===== config.mk =====
export PLATFORM = sky130hd
export DESIGN_NAME = adsr_envelope_gen_flat
export DESIGN_NICKNAME = d
export VERILOG_FILES = /design/src/rtl/adsr_pkg.sv /design/src/rtl/adsr_envelope_gen_if.sv /design/src/rtl/adsr_rate_timer.sv /design/src/rtl/adsr_envelope_gen.sv /design/src/flat_wrapper.sv
export SDC_FILE = /design/constraint.sdc
export NUM_CORES = 1
export LEC_CHECK = 0
export ABC_AREA = 0
export CORE_MARGIN = 2
export CORE_UTILIZATION = 35
export CTS_CLUSTER_DIAMETER = 40
export DETAILED_ROUTE_END_ITERATION = 8
export PLACE_DENSITY = 0.56
export SLEW_MARGIN = 20
export SYNTH_ARGS = -nofsm -noshare
export SYNTH_HDL_FRONTEND = slang
export SYNTH_SLANG_ARGS = --single-unit

===== constraint.sdc =====
create_clock -name clk -period 9.23 [get_ports clk]
set_clock_uncertainty 0.2 [all_clocks]
set_input_delay 1.846 -clock clk [delete_from_list [all_inputs] [get_ports clk]]
set_output_delay 1.846 -clock clk [all_outputs]
set_load 0.05 [all_outputs]

===== src/rtl/adsr_pkg.sv =====
// Shared types and helpers for the ADSR envelope generator and related modulators.
package adsr_pkg;

  typedef enum logic [2:0] {
    IDLE    = 3'd0,
    ATTACK  = 3'd1,
    DECAY   = 3'd2,
    SUSTAIN = 3'd3,
    RELEASE = 3'd4
  } adsr_stage_e;

  function automatic int unsigned env_max(input int unsigned env_w);
    return (32'd1 << env_w) - 32'd1;
  endfunction

endpackage


===== src/rtl/adsr_envelope_gen_if.sv =====
// Control/status bundle between the control decoder, the envelope generator and the PWM path.
interface adsr_envelope_gen_if import adsr_pkg::*; #(
  parameter int unsigned ENV_W  = 8,
  parameter int unsigned RATE_W = 8
);

  logic              gate;
  logic [RATE_W-1:0] attack_rate;
  logic [RATE_W-1:0] decay_rate;
  logic [RATE_W-1:0] release_rate;
  logic [ENV_W-1:0]  sustain_level;
  logic [ENV_W-1:0]  envelope;
  adsr_stage_e       stage;
  logic              active;
  logic              done;

  modport master (
    output gate, attack_rate, decay_rate, release_rate, sustain_level,
    input  envelope, stage, active, done
  );

  modport slave (
    input  gate, attack_rate, decay_rate, release_rate, sustain_level,
    output envelope, stage, active, done
  );

endinterface


===== src/rtl/adsr_rate_timer.sv =====
// Prescaled step timer: one step pulse every (rate+1)*PRESCALE cycles after a clear.
module adsr_rate_timer #(
  parameter int unsigned RATE_W   = 8,
  parameter int unsigned PRESCALE = 256
) (
  input  logic              clk,
  input  logic              rst,
  input  logic              clear,
  input  logic [RATE_W-1:0] rate,
  output logic              step
);

  localparam int unsigned     PS_W    = (PRESCALE > 1) ? $clog2(PRESCALE) : 1;
  localparam logic [PS_W-1:0] PS_LAST = PS_W'(PRESCALE - 1);

  logic [PS_W-1:0]   presc_q, presc_d;
  logic [RATE_W-1:0] step_cnt_q, step_cnt_d;
  logic              tick;
  logic              step_hit;

  // A rate lowered below the running count steps on the next tick instead of wrapping.
  always_comb begin
    tick     = (presc_q == PS_LAST);
    step_hit = tick && (step_cnt_q >= rate);
  end

  always_comb begin
    presc_d    = presc_q;
    step_cnt_d = step_cnt_q;
    if (clear) begin
      presc_d    = '0;
      step_cnt_d = '0;
    end else begin
      presc_d = tick ? '0 : presc_q + 1'b1;
      if (tick) begin
        step_cnt_d = step_hit ? '0 : step_cnt_q + 1'b1;
      end
    end
  end

  always_ff @(posedge clk or posedge rst) begin
    if (rst) begin
      presc_q    <= '0;
      step_cnt_q <= '0;
    end else begin
      presc_q    <= presc_d;
      step_cnt_q <= step_cnt_d;
    end
  end

  assign step = step_hit;

endmodule


===== src/rtl/adsr_envelope_gen.sv =====
// ADSR envelope generator: gate-edge driven FSM with legato retrigger and saturating datapath.
module adsr_envelope_gen import adsr_pkg::*; #(
  parameter int unsigned ENV_W    = 8,
  parameter int unsigned RATE_W   = 8,
  parameter int unsigned PRESCALE = 256
) (
  input logic               clk,
  input logic               rst,
  adsr_envelope_gen_if.slave bus
);

  localparam logic [ENV_W-1:0] ENV_MAX  = ENV_W'(env_max(ENV_W));
  localparam logic [ENV_W-1:0] ENV_NEAR = ENV_MAX - 1'b1;

  adsr_stage_e       stage_q, stage_d;
  logic [ENV_W-1:0]  env_q, env_d;
  logic [ENV_W-1:0]  env_dec;
  logic              done_q, done_d;
  logic              gate_q;
  logic              rise, fall;
  logic              enter;
  logic              step;
  logic [RATE_W-1:0] rate_sel;

  assign rise    = bus.gate & ~gate_q;
  assign fall    = ~bus.gate & gate_q;
  assign env_dec = env_q - 1'b1;

  always_comb begin
    case (stage_q)
      ATTACK:  rate_sel = bus.attack_rate;
      DECAY:   rate_sel = bus.decay_rate;
      RELEASE: rate_sel = bus.release_rate;
      default: rate_sel = '0;
    endcase
  end

  adsr_rate_timer #(
    .RATE_W  (RATE_W),
    .PRESCALE(PRESCALE)
  ) u_rate_timer (
    .clk  (clk),
    .rst  (rst),
    .clear(enter),
    .rate (rate_sel),
    .step (step)
  );

  always_ff @(posedge clk or posedge rst) begin
    if (rst) begin
      stage_q <= IDLE;
      env_q   <= '0;
      done_q  <= 1'b0;
      gate_q  <= 1'b0;
    end else begin
      stage_q <= stage_d;
      env_q   <= env_d;
      done_q  <= done_d;
      gate_q  <= bus.gate;
    end
  end

  // Gate edges outrank steps; every taken transition (re-entry included) restarts the timer.
  always_comb begin
    stage_d = stage_q;
    env_d   = env_q;
    done_d  = 1'b0;
    enter   = 1'b0;
    case (stage_q)
      IDLE: begin
        if (rise) begin
          stage_d = ATTACK;
          enter   = 1'b1;
        end
      end
      ATTACK: begin
        if (fall) begin
          stage_d = RELEASE;
          enter   = 1'b1;
        end else if (rise) begin
          enter = 1'b1;
        end else if (env_q == ENV_MAX) begin
          stage_d = DECAY;
          enter   = 1'b1;
        end else if (step) begin
          env_d = env_q + 1'b1;
          if (env_q == ENV_NEAR) begin
            stage_d = DECAY;
            enter   = 1'b1;
          end
        end
      end
      DECAY: begin
        if (fall) begin
          stage_d = RELEASE;
          enter   = 1'b1;
        end else if (rise) begin
          stage_d = ATTACK;
          enter   = 1'b1;
        end else if (env_q <= bus.sustain_level) begin
          stage_d = SUSTAIN;
          env_d   = bus.sustain_level;
          enter   = 1'b1;
        end else if (step) begin
          env_d = env_dec;
          if (env_dec <= bus.sustain_level) begin
            stage_d = SUSTAIN;
            env_d   = bus.sustain_level;
            enter   = 1'b1;
          end
        end
      end
      SUSTAIN: begin
        if (fall) begin
          stage_d = RELEASE;
          enter   = 1'b1;
        end else if (rise) begin
          stage_d = ATTACK;
          enter   = 1'b1;
        end else begin
          env_d = bus.sustain_level;
        end
      end
      RELEASE: begin
        if (rise) begin
          stage_d = ATTACK;
          enter   = 1'b1;
        end else if (env_q == '0) begin
          stage_d = IDLE;
          done_d  = 1'b1;
          enter   = 1'b1;
        end else if (step) begin
          env_d = env_dec;
          if (env_dec == '0) begin
            stage_d = IDLE;
            done_d  = 1'b1;
            enter   = 1'b1;
          end
        end
      end
      default: begin
        stage_d = IDLE;
        env_d   = '0;
        enter   = 1'b1;
      end
    endcase
  end

  always_comb begin
    bus.envelope = env_q;
    bus.stage    = stage_q;
    bus.active   = (stage_q != IDLE);
    bus.done     = done_q;
  end

endmodule

===== src/flat_wrapper.sv =====
// flat-port wrapper written by rule: the top's interface ports become plain ports
module adsr_envelope_gen_flat import adsr_pkg::*;
#(
  parameter int unsigned ENV_W    = 8,
  parameter int unsigned RATE_W   = 8,
  parameter int unsigned PRESCALE = 256
)
  (clk, rst, bus_gate, bus_attack_rate, bus_decay_rate, bus_release_rate, bus_sustain_level, bus_envelope, bus_stage, bus_active, bus_done);
  adsr_envelope_gen_if #(.ENV_W(ENV_W), .RATE_W(RATE_W)) bus_i ();
  input logic clk;
  input logic rst;
  input wire logic [$bits(bus_i.gate)-1:0] bus_gate;
  input wire logic [$bits(bus_i.attack_rate)-1:0] bus_attack_rate;
  input wire logic [$bits(bus_i.decay_rate)-1:0] bus_decay_rate;
  input wire logic [$bits(bus_i.release_rate)-1:0] bus_release_rate;
  input wire logic [$bits(bus_i.sustain_level)-1:0] bus_sustain_level;
  output wire logic [$bits(bus_i.envelope)-1:0] bus_envelope;
  output wire logic [$bits(bus_i.stage)-1:0] bus_stage;
  output wire logic [$bits(bus_i.active)-1:0] bus_active;
  output wire logic [$bits(bus_i.done)-1:0] bus_done;
  assign bus_i.gate = bus_gate;
  assign bus_i.attack_rate = bus_attack_rate;
  assign bus_i.decay_rate = bus_decay_rate;
  assign bus_i.release_rate = bus_release_rate;
  assign bus_i.sustain_level = bus_sustain_level;
  assign bus_envelope = bus_i.envelope;
  assign bus_stage = bus_i.stage;
  assign bus_active = bus_i.active;
  assign bus_done = bus_i.done;
  adsr_envelope_gen #(.ENV_W(ENV_W), .RATE_W(RATE_W), .PRESCALE(PRESCALE)) u_core (.clk(clk), .rst(rst), .bus(bus_i));
endmodule

# --- Word level (Yosys, flattened, before mapping) ---
# Index checks and enable logic that the tools add are counted.
word_totals:
  reg_bits: 29
op_classes:
  addsub: 4
  order_cmp: 3
  n_eq_ne: 26
  muxes: 57
  n_bitwise: 5
  n_reduce_logical: 8
op_table:
  columns: ["operator", "n"]
  rows:
  - ["$mux W8", 19]
  - ["$mux W3", 16]
  - ["$pmux W8 S5", 1]
  - ["$add A8 B1 Y8 const B", 3]
  - ["$eq A8 B8 Y1 const B", 3]
  - ["$pmux W8 S3", 1]
  - ["$ne A2 B2 Y1 const B", 11]
  - ["$mux W1", 18]
  - ["$le A8 B8 Y1", 2]
  - ["$logic_not A8 Y1", 2]
  - ["$pmux W3 S5", 1]
  - ["$reduce_and A13 Y1", 1]
  - ["$ge A8 B8 Y1", 1]
  - ["$ne A4 B1 Y1 const B", 2]
  - ["$ne A4 B2 Y1 const B", 2]
  - ["$sub A8 B1 Y8 const B", 1]
  - ["$reduce_and A7 Y1", 1]
  - ["$eq A3 B2 Y1 const B", 2]
  - ["$ne A5 B1 Y1 const B", 1]
  - ["$ne A5 B2 Y1 const B", 1]
  - ["$pmux W1 S5", 1]
  - ["$eq A3 B1 Y1 const B", 1]
  - ["$eq A3 B3 Y1 const B", 1]
  - ["$logic_not A3 Y1", 1]
  - ["other kinds (7)", 10]

# --- Depth between registers and ports, before layout ---
# Gate-level depths: netlist (run 1).
depth:
  ltp_word: 10
  mapped_depth: 16
  mapped_depth_nobuf: 13

# --- By module ---
# From an unflattened synthesis (run 1), not the netlist that was laid out.
hier_totals:
  cells_unflattened: 349
  hier_area_um2: 2870.3
by_module_without_submodules:
  columns: ["mod", "instances", "cells_each", "area_per_inst_um2"]
  rows:
  - ["adsr_envelope_gen", 1, 249, 1861.8]
  - ["adsr_rate_timer", 1, 100, 1008.5]

# --- Least setup slack after synthesis (run 1) ---
# Ideal clock, no wire load.
synth_timing:
  kind: "input -> register"
  startpoint: "input port bus_decay_rate[0]"
  endpoint: "register u_core.stage_q[1] (netlist: u_core.bus.stage[1])"
  setup_time_ps: 127
  t_arrival_ps: 3971
  t_required_ps: 8903
  setup_slack_ps: 4932
  stages: 10
  n_path_buf: 0
  cell_sequence: "a22oi_1 > o21ai_0 > ha_1 > nand2b_1 > a2111o_1 > a31o_1 > a31o_2 > a311oi_1 > nor3_1 > or2_2"
synth_between:
  elab_chain_len: 5
synth_rtl:
  columns: ["item", "line", "text"]
  rows:
  - ["start, declared", "flat_wrapper.sv:14", "input wire logic [$bits(bus_i.decay_rate)-1:0] bus_decay_rate;"]
  - ["$pmux W8 S3 *", "adsr_envelope_gen.sv:30", "case (stage_q)"]
  - ["$ge A8 B8 Y1 *", "adsr_rate_timer.sv:24", "step_hit = tick && (step_cnt_q >= rate);"]
  - ["$logic_and A1 B1 Y1 *", "adsr_rate_timer.sv:24", null]
  - ["$ne A5 B2 Y1 (no source line) / $ne A4 B2 Y1 (equally long branches)", null, null]
  - ["$reduce_and A7 Y1 (no source line) *", null, null]
  - ["end signal, assigned", "adsr_envelope_gen.sv:56", "stage_q <= stage_d;"]
  - ["end, declared", "adsr_envelope_gen.sv:15", "adsr_stage_e stage_q, stage_d;"]
# Mark *: on every way between the ends. The rest lies on a longest branch, timed or not.
# A chain may end at the register's enable or synchronous reset.

# --- Worst setup path after layout (run 1) ---
layout_timing:
  startpoint: "input port bus_decay_rate[0]"
  endpoint: "register u_core.u_rate_timer.presc_q[5]"
layout_between:
  elab_chain_len: 9
layout_rtl:
  columns: ["item", "line", "text"]
  rows:
  - ["$pmux W8 S3 *", "adsr_envelope_gen.sv:30", null]
  - ["$ge A8 B8 Y1 *", "adsr_rate_timer.sv:24", null]
  - ["$logic_and A1 B1 Y1 *", "adsr_rate_timer.sv:24", null]
  - ["$mux W1, on equally long branches", "adsr_envelope_gen.sv:104, adsr_envelope_gen.sv:85", null]
  - ["$mux W1, on equally long branches", "adsr_envelope_gen.sv:100, adsr_envelope_gen.sv:82", null]
  - ["$mux W1, on equally long branches", "adsr_envelope_gen.sv:97, adsr_envelope_gen.sv:80", null]
  - ["$mux W1, on equally long branches", "adsr_envelope_gen.sv:94, adsr_envelope_gen.sv:77", null]
  - ["$pmux W1 S5 *", "adsr_envelope_gen.sv:69", "case (stage_q)"]
  - ["$mux W8 *", "adsr_rate_timer.sv:30", "if (clear) begin"]
  - ["net u_core.u_rate_timer.presc_d[5]", "adsr_rate_timer.sv:16", "logic [PS_W-1:0] presc_q, presc_d;"]
  - ["end signal, assigned", "adsr_rate_timer.sv:46", "presc_q <= presc_d;"]
  - ["end, declared", "adsr_rate_timer.sv:16", null]
# The timed path passes the listed nets; every way through them passes the cells marked *.

==> out/metrics.cfg, run 1 <==
[synth]
synth_edf_count = 0
post_synth_num_cell_types = 58
syn_nets = 426
seq_area_frac_synth = 0.253
syn_area_um2 = 2870
synthFlopType = dfrtp_1
synthCells = 358
syn_area_per_cell_um2 = 8.01
ys_async_sr_fraction = 1.00
synth_largest_area_cell = dfrtp_1
synth_top_area_frac = 0.253
synth_area_leaders = dfrtp_1 (25%), ha_1 (14%), a21oi_1 (5.4%), o21ai_0 (4.4%), nor2_1 (4.2%)
synth.ff_latch_count = 29
yosys_warnings = 0

[detailed_routing]
drt_iter0_drc = 119
wirelength_um = 7730
wl_per_cell_um = 15.4
post-route-drc-count = 0
avgViaCountPerCell = 5.39
ant_nets = 0
vias = 2704
drt-pass1-iter-count = 4

[cts]
ctsRootBufferMaster = clkbuf_8
h-tree-depth = 2
numCtsBuffers = 5
ctsHoldBuffers = 0
ctsLongestPathBuffers = 2
cts_setup_buffers = 0
clk_pin_slew_ns = 0.07
cts.sinks = 29
cts_resized = 0
worstSkewPairLatency_ns = 0.28
cts_tree = built

[critical_path]
crit_fanout = 16
startpoint_type = input port
r2r-start = u_core.bus.stage[1]
cp_slowest_cell = clkdlybuf4s50_1
worstPathBufferInverterCount = 1
worstPathArrival_ns = 4.92
cp-end-kind = flip-flop
path_cells = clkdlybuf4s50_1, a22oi_1, o21ai_0, ha_1, nand2b_1, a2111o_1, a31o_1, and2_4, a2111oi_4, o31ai_4, nor3_1
crit_family = compound AO/OA/AOI/OAI gates
reg2reg_to = u_core.u_rate_timer.presc_q[5]
required_ns = 9.22
ff2ff_path_depth = 12
crit_type = in -> reg
critPathMaxStageDelay_ns = 0.45
r2r_slack_ns = 4.70

[die]
core_um2 = 8090
rows = 33
die_area_um2 = 8940
ios = 48
die_h_um = 94.5
start_util = 0.355
die_x_um = 94.5

[final_layout]
antenna-diode-count = 0
area_growth_pct = 22.1
layout.nets = 464
utilization = 0.433
drive_gt1_frac = 0.0806
layout_common_cells = clkdlybuf4s50_1 (47), ha_1 (33), nor2_1 (32), nand2_1 (31), a21oi_1 (31)
layout_commonest_cell = clkdlybuf4s50_1
stdcell_count = 502

[min_path]
hold_start = u_core.u_rate_timer.presc_q[0]
min_delay_path_depth = 1
hp-class = reg -> reg
whs_endpoint = u_core.u_rate_timer.presc_q[0]

[global_routing]
grt_pass1_vias = 2559
use_met2 = 0.324
antenna_found_initial = 0
met3_usage = 0.0287
grt_pass1_wl_um = 12700
grt_max_degree = 30
grt_usage = 0.180
grt_overflow = 0
grt_use_met1 = 0.227
gr-max-usage-layer = met2

[power_and_ir_drop]
seqPwrFrac = 0.213
power.density_nw_per_um2 = 309
power_leakage_uw = 0.00142
switching_power_uw = 589
switching_share = 0.544
ir_drop_mv = 0.0868
clkPwrFrac = 0.111
p_comb_frac = 0.675
p_int_uw = 493
finalPower_uw = 1080

[timing]
hold_violations = 0
relSlewSlack = 0.390
maxSlewViolCount = 0
whs_ns = 0.355
rsz0062_at_grt = no
tightestPinTransition_ns = 0.912
fin_crit_ns = 4.93
max_freq_ghz = 0.203
fin_tns_setup_ns = 0
fin_crit_sh = 0.534
setup-violations-final = 0

[flow_run]
drv_cap = 0

[placement]
place_congestion = 0.835
placed_cells = 494
dp_hpwl_um = 5880
port_buffers = 47

[outcome]
outcome = completed

==> metal layers <==
metal | up-vias | part of all wire
met1 | 1261 | 0.45
met3 | 6 | 0.044
met5 | - | 0
met2 | 58 | 0.50
li1 | 1379 | -
met4 | 0 | 0.0078
==> worst register-to-register path, stage by stage (launching register included) <==
cell	delay (ns)
dfrtp_1	0.61
inv_1	0.15
nor2_1	0.73
a22oi_1	0.20
o21ai_0	0.20
ha_1	0.25
nand2b_1	0.14
a2111o_1	0.45
a31o_1	0.35
and2_4	0.22
a2111oi_4	0.42
o31ai_4	0.27
nor3_1	0.25
==> through the flow <==
step | worst slack (ns) | instance area [um2]
after floorplan | 4.93 | 2870
after global placement | 4.02 | 3400
after detailed placement | 3.97 | 3400
after CTS | 4.26 | 3500
after global routing | 4.04 | 3500
final | 4.30 | 3500
==> synth_stat cells, types with 3 or more instances <==
cell type  number
a21oi_2         3
nor4_1          4
nand4b_1        3
o21ai_0        25
ha_1           33
a22oi_1        10
clkbuf_1       10
inv_1          18
nand4_1         5
nor3b_1         3
a31o_2          3
dfrtp_1        29
a221oi_1        4
nor2b_1         6
nor2_2          7
nand3_1        12
o211ai_1        3
buf_2           5
a21oi_1        31
nand3b_1        4
a32oi_1         4
xnor2_1         6
nand2_1        31
nand2b_1        6
nor3_1          9
xor2_1          9
nor2_1         32
and3_1          6
==> final cells by class <==
type	count	area [um2]
Fill cell	859	4590
Inverter	18	67.6
Multi-Input combinational cell	293	1990
Timing Repair Buffer	49	485
Clock inverter	1	5.00
Clock buffer	7	96.3
Tap cell	105	131
Sequential cell	29	726
==> cells by family after synthesis <==
logic type | after synthesis | synth area share
simple gates | 143 | 0.263
compound gates | 102 | 0.241
buf+inv | 36 | 0.0532
fa+ha+maj | 33 | 0.144
flops | 29 | 0.253
xor+xnor | 15 | 0.0458
==> state kept, by name, summed over array words and instances, names as in the netlist <==
register / cells
u_core.bus.done: 1
u_core.u_rate_timer.step_cnt_q: 8
u_core.u_rate_timer.presc_q: 8
u_core.gate_q: 1
u_core.bus.envelope: 8
u_core.bus.stage: 3
==> power by group through the flow <==
stage          logic, uW  registers, uW  clock network, uW
6_report             731            231                120
5_1_grt              814            239                129
4_1_cts              736            231                123
3_5_place_dp         734            234                  0
3_3_place_gp         726            234                  0
2_1_floorplan        529            247                  0
==> how the worst max path moves through the flow <==
stage / to / start / slack (ns) / depth (start not counted)
4_1_cts: u_core.u_rate_timer.presc_q[1] / bus_decay_rate[0] / 4.26 / 11
3_5_place_dp: u_core.u_rate_timer.presc_q[1] / bus_decay_rate[0] / 3.97 / 11
2_1_floorplan: u_core.bus.stage[1] / bus_decay_rate[0] / 4.93 / 10
6_report: u_core.u_rate_timer.presc_q[5] / bus_decay_rate[0] / 4.30 / 11
3_3_place_gp: u_core.u_rate_timer.presc_q[1] / bus_decay_rate[0] / 4.02 / 11
5_1_grt: u_core.u_rate_timer.step_cnt_q[5] / bus_decay_rate[5] / 4.04 / 12
No activity file was read; power rests on OpenSTA's default activity.
==> inputs of run 2 (changes only) <==
==> constraint.sdc (replaced) <==
create_clock -name clk -period 5.1 [get_ports clk]
set_clock_uncertainty 0.2 [all_clocks]
set_input_delay 1.02 -clock clk [delete_from_list [all_inputs] [get_ports clk]]
set_output_delay 1.02 -clock clk [all_outputs]
set_load 0.05 [all_outputs]
==> run 2 against run 1 <==
  * Core utilization increased by 0.70 points
  * Sequential cell count is the same
  * Largest cell class unchanged
  * Power grew 89%
  * Count of clock-buffer cells in the layout fell by 1
  * Critical path type unchanged
  * Highest routed layer unchanged
  * Via count rose by 2.8%
  * First-iteration DRC count down 14%
  * Clock power up 110%
  * Critical endpoint is now u_core.u_rate_timer.presc_q[1]
  * Cell count up 1.0%
  * Sequential power rose by 67%
  * Worst setup slack got worse by 3.2 ns
  * Largest power group unchanged
  * Combinational power increased by 92%
  * Global-route usage grew 0.93 points
==> out/metrics.cfg, run 2 (synthesized netlist as in run 1, its figures left out) <==
[die]
ios = 48  ; unchanged
die_x_um = 94.5  ; unchanged
core_um2 = 8090  ; unchanged
die_h_um = 94.5  ; unchanged
die_area_um2 = 8940  ; unchanged
rows = 33  ; unchanged
start_util = 0.355  ; unchanged

[cts]
cts.sinks = 29  ; unchanged
worstSkewPairLatency_ns = 0.29  ; was 0.28 ns
ctsHoldBuffers = 0  ; unchanged
h-tree-depth = 2  ; unchanged
clk_pin_slew_ns = 0.07  ; about the same
cts_tree = built  ; unchanged
numCtsBuffers = 5  ; unchanged
cts_setup_buffers = 0  ; unchanged
cts_resized = 0  ; unchanged
ctsLongestPathBuffers = 2  ; unchanged
ctsRootBufferMaster = clkbuf_8  ; unchanged

[placement]
dpl-instance-area_um2 = 3440  ; was 3400 um2
placed_cells = 499  ; was 494
dp_hpwl_um = 6080  ; was 5880 um
port_buffers = 47  ; unchanged
place_congestion = 0.855  ; was 0.835

[critical_path]
cp-end-kind = flip-flop  ; unchanged
crit_fanout = 16  ; unchanged
worstPathArrival_ns = 3.98  ; was 4.92 ns
crit_type = in -> reg  ; unchanged
required_ns = 5.10  ; was 9.22 ns
startpoint_type = input port  ; unchanged

[detailed_routing]
wl_per_cell_um = 15.8  ; was 15.4 um
ant_nets = 0  ; unchanged
avgViaCountPerCell = 5.48  ; was 5.39
vias = 2779  ; was 2704
drt_iter0_drc = 102  ; was 119
wirelength_um = 8010  ; was 7730 um
post-route-drc-count = 0  ; unchanged
drt-pass1-iter-count = 5  ; was 4

[timing]
rsz0062_at_grt = no  ; unchanged
fin_tns_setup_ns = 0  ; unchanged
relSlewSlack = 0.496  ; was 0.390
hold_violations = 0  ; unchanged
fin_crit_ns = 3.98
maxSlewViolCount = 0  ; unchanged
tightestPinTransition_ns = 0.752  ; was 0.912 ns
setup-violations-final = 0  ; unchanged
max_freq_ghz = 0.251
fin_crit_sh = 0.780
whs_ns = 0.361  ; was 0.355 ns

[final_layout]
multiInputGateArea_um2 = 1990  ; unchanged
final_area_um2 = 3560  ; was 3500 um2
layout_commonest_cell = clkdlybuf4s50_1  ; unchanged
drive_gt1_frac = 0.0920  ; was 0.0806
ff_latch_area_um2 = 726  ; unchanged
antenna-diode-count = 0  ; unchanged
layout.nets = 469  ; was 464
layout_common_cells = clkdlybuf4s50_1 (47), ha_1 (33), nor2_1 (32), nand2_1 (31), a21oi_1 (31)  ; unchanged
stdcell_count = 507  ; was 502
fill_cells = 862  ; was 859
area_growth_pct = 24.0  ; was 22.1%

[power_and_ir_drop]
finalPower_uw = 2050  ; was 1080 uW
power_leakage_uw = 0.00145  ; was 0.00142 uW
ir_drop_mv = 0.173  ; was 0.0868 mV
power.density_nw_per_um2 = 575  ; was 309 nW/um2

[global_routing]
grt_max_degree = 30  ; unchanged
antenna_found_initial = 0  ; unchanged
grt_overflow = 0  ; unchanged
grt_usage = 0.189  ; was 0.180
grt_pass1_vias = 2703  ; was 2559
grt_pass1_wl_um = 13300  ; was 12700 um

[outcome]
outcome = completed  ; unchanged

[min_path]
hp-class = reg -> reg  ; unchanged

[flow_run]
drv_cap = 0  ; unchanged

==> run 2: per-stage QoR <==
stage               setup slack, ns   util
finish                         1.12  0.440
global route                  0.736  0.440
CTS                            1.09  0.440
detailed placement            0.816  0.425
global placement              0.834  0.425
floorplan                      1.17      -
==> run 2: path summary, 6_finish.rpt <==
path,startpoint,end,slack [ns],depth (start not counted)
setup reg to reg,u_core.bus.stage[1],u_core.u_rate_timer.presc_q[1],1.12,13
hold reg to reg,u_core.u_rate_timer.presc_q[0],u_core.u_rate_timer.presc_q[0],0.36,1
setup / recovery,bus_decay_rate[0],u_core.u_rate_timer.presc_q[1],1.12,12
hold / removal,u_core.u_rate_timer.presc_q[0],u_core.u_rate_timer.presc_q[0],0.36,1
min in group asynchronous,rst,u_core.u_rate_timer.presc_q[2],0.91,3
max in group asynchronous,rst,u_core.bus.envelope[7],3.50,3
==> run 2: final cells by class <==
class / count / share of cell area
clock buffer: 6 / 0.0232
clock inverter: 2 / 0.0105
inverter: 18 / 0.0190
multi-input combinational: 293 / 0.559
sequential: 29 / 0.204
tap: 105 / 0.0369
timing repair buffer: 54 / 0.147
==> run 2: critical path, stage by stage <==
cell	delay, ns
clkdlybuf4s50_1	0.45
a22oi_1	0.07
o21ai_0	0.16
ha_1	0.24
nand2b_1	0.13
a2111o_1	0.42
a31o_1	0.34
and2_4	0.22
a2111oi_4	0.39
o31ai_4	0.10
buf_4	0.22
nor3b_1	0.20
==> run 2: where the power goes <==
group	internal [uW]	total [uW]	switching, uW
Clock	159	256	97.5
Sequential	275	385	111
Combinational	520	1400	885
Total	953	2050	1090
==> run 2: layer usage <==
| metal | vias up | GRT usage | part of all wire |
|---|---|---|---|
| met5 | - | 0 | 0 |
| met4 | 0 | 0.0556 | 0.0097 |
| met3 | 8 | 0.0319 | 0.038 |
| met2 | 57 | 0.333 | 0.51 |
| met1 | 1325 | 0.238 | 0.45 |
| li1 | 1389 | - | - |
==> inputs of run 3 (changes only) <==
==> constraint.sdc (replaced) <==
create_clock -name clk -period 4.1 [get_ports clk]
set_clock_uncertainty 0.2 [all_clocks]
set_input_delay 0.82 -clock clk [delete_from_list [all_inputs] [get_ports clk]]
set_output_delay 0.82 -clock clk [all_outputs]
set_load 0.05 [all_outputs]
==> run 3 against run 2 <==
  * Sequential cell count stayed put
  * Highest routed layer unchanged
  * Wire length is 4.2% higher
  * Cell area is 2.7% higher
  * Cell count is 2.6% higher
  * First-iteration DRC count is 17% higher
  * Sequential share of layout area is 0.54 points lower
  * Power is 32% higher
  * Worst hold slack better by 0.017 ns
  * Global-route usage is 0.38 points higher
  * Count of clock-buffer cells in the layout stayed put
  * Critical path depth is 1 higher
==> out/metrics.cfg, run 3 (synthesized netlist as in run 1, its figures left out) <==
[outcome]
outcome = completed  ; unchanged

[cts]
numCtsBuffers = 5  ; unchanged
worstSkewPairLatency_ns = 0.29  ; about the same
cts_setup_buffers = 0  ; unchanged
ctsRootBufferMaster = clkbuf_8  ; unchanged
cts_tree = built  ; unchanged
cts.sinks = 29  ; unchanged
cts_resized = 0  ; unchanged
clk_pin_slew_ns = 0.08  ; was 0.07 ns
ctsHoldBuffers = 0  ; unchanged
ctsLongestPathBuffers = 2  ; unchanged
h-tree-depth = 2  ; unchanged

[critical_path]
crit_family = compound AO/OA/AOI/OAI gates  ; unchanged
required_ns = 4.03  ; was 5.10 ns
critPathMaxStageDelay_ns = 0.80  ; was 0.45 ns
path_cells = inv_1, ha_1, nor2b_1, nand2_1, xnor2_1, ha_1, nand2_1, o21ai_0, o22ai_1, buf_4, a2111oi_4, o31ai_4, nor3_1  ; was clkdlybuf4s50_1, a22oi_1, o21ai_0, ha_1, nand2b_1, a2111o_1, a31o_1, and2_4, a2111oi_4, o31ai_4, buf_4, nor3b_1
startpoint_type = flip-flop  ; was input port
cp.depth = 13  ; was 12
crit_fanout = 16  ; unchanged
worstPathBufferInverterCount = 2  ; unchanged
crit_type = reg -> reg  ; was in -> reg
cp-end-kind = flip-flop  ; unchanged
worstPathArrival_ns = 3.70  ; was 3.98 ns
cp_slowest_cell = o31ai_4  ; was clkdlybuf4s50_1
ff2ff_path_depth = 13  ; unchanged

[detailed_routing]
wirelength_um = 8350  ; was 8010 um
wl_met1_um = 3780  ; was 3570 um
wl_met3_um = 281  ; was 308 um
post-route-drc-count = 0  ; unchanged
avgViaCountPerCell = 5.48  ; about the same
maxUsedRoutingLayer = met4  ; unchanged
vias = 2847  ; was 2779
ant_nets = 0  ; unchanged
drt_iter0_drc = 119  ; was 102
drt-pass1-iter-count = 4  ; was 5
wl_met2_um = 4120  ; was 4050 um
wl_per_cell_um = 16.1  ; was 15.8 um

[power_and_ir_drop]
clkPwrFrac = 0.121  ; was 0.125
seqPwrFrac = 0.156  ; was 0.188
power.density_nw_per_um2 = 736  ; was 575 nW/um2
switching_power_uw = 1410  ; was 1090 uW
switching_share = 0.525  ; was 0.534
p_comb_frac = 0.723  ; was 0.686
power_leakage_uw = 0.00151  ; was 0.00145 uW
p_int_uw = 1280  ; was 953 uW
ir_drop_mv = 0.248  ; was 0.173 mV

[global_routing]
grt_pass1_wl_um = 13400  ; was 13300 um
grt_usage = 0.193  ; was 0.189
grt_pass1_vias = 2749  ; was 2703
grt_max_degree = 23  ; was 30
grt_overflow = 0  ; unchanged
antenna_found_initial = 0  ; unchanged

[timing]
fin_tns_setup_ns = 0  ; unchanged
setup-violations-final = 0  ; unchanged
fin_crit_ns = 3.76
maxSlewViolCount = 0  ; unchanged
max_freq_ghz = 0.266
whs_ns = 0.378  ; was 0.361 ns
relSlewSlack = 0.388  ; was 0.496
fin_crit_sh = 0.918
tightestPinTransition_ns = 0.918  ; was 0.752 ns
rsz0062_at_grt = no  ; unchanged
hold_violations = 0  ; unchanged

[final_layout]
antenna-diode-count = 0  ; unchanged
drive_gt1_frac = 0.120  ; was 0.0920
layout_commonest_cell = clkdlybuf4s50_1  ; unchanged
area_growth_pct = 27.4  ; was 24.0%
layout.nets = 482  ; was 469
layout_common_cells = clkdlybuf4s50_1 (47), ha_1 (33), nor2_1 (32), nand2_1 (31), a21oi_1 (31)  ; unchanged
utilization = 0.452  ; was 0.440
final_area_um2 = 3660  ; was 3560 um2

[die]
core_um2 = 8090  ; unchanged
die_x_um = 94.5  ; unchanged
ios = 48  ; unchanged
start_util = 0.355  ; unchanged
rows = 33  ; unchanged
die_h_um = 94.5  ; unchanged
die_area_um2 = 8940  ; unchanged

[flow_run]
drv_cap = 0  ; unchanged

[placement]
dpl-instance-area_um2 = 3540  ; was 3440 um2
place_congestion = 0.853  ; was 0.855
dp_hpwl_um = 6440  ; was 6080 um
port_buffers = 47  ; unchanged

[min_path]
min_delay_path_depth = 1  ; unchanged
hp-class = reg -> reg  ; unchanged

[run 3: layout make-up]
cell class,count,area (um2)
multi-input cells,293,1990
clock inverters,2,37.5
inverters,18,67.6
clock buffers,6,82.6
repair buffers,67,621
well taps,105,131
flip-flops and latches,29,726
fillers,849,4440
[run 3: path summary, 6_finish.rpt]
check                           slack (ns)                           start                                 to
worst max-delay path                  0.34          u_core.bus.envelope[1]     u_core.u_rate_timer.presc_q[3]
worst min-delay path                  0.38  u_core.u_rate_timer.presc_q[0]     u_core.u_rate_timer.presc_q[0]
worst max register to register        0.34          u_core.bus.envelope[1]     u_core.u_rate_timer.presc_q[3]
worst min register to register        0.38  u_core.u_rate_timer.presc_q[0]     u_core.u_rate_timer.presc_q[0]
max in group asynchronous             2.29                             rst  u_core.u_rate_timer.step_cnt_q[1]
min in group asynchronous             0.75                             rst  u_core.u_rate_timer.step_cnt_q[0]
[run 3: worst reg2reg max path, stage by stage, from the launching register on]
cell       delay, ns
dfrtp_1         0.50
inv_1           0.20
ha_1            0.32
nor2b_1         0.20
nand2_1         0.08
xnor2_1         0.26
ha_1            0.30
nand2_1         0.06
o21ai_0         0.14
o22ai_1         0.16
buf_4           0.18
a2111oi_4       0.09
o31ai_4         0.80
nor3_1          0.11
[run 3: layer usage]
metal	global-route usage	vias up
met1	0.239	1350
met3	0.0367	13
li1	-	1420
met4	0.0580	0
met2	0.341	64
met5	0	-
[run 3: metrics by stage]
| step | std cells | setup WS, ns | power (uW) |
|---|---|---|---|
| floorplan | 358 | 0.166 | 1750 |
| global placement | 512 | 0.173 | 2350 |
| detailed placement | 512 | 0.143 | 2360 |
| CTS | 520 | 0.349 | 2690 |
| global route | 520 | 0.0445 | 2900 |
| finish | 520 | 0.336 | 2690 |
[run 3: power groups by stage]
stage	combinational [uW]	sequential (uW)	clock [uW]
floorplan	1190	556	0
global placement	1920	425	0
detailed placement	1940	427	0
CTS	1950	420	330
global route	2130	431	340
finish	1950	420	325
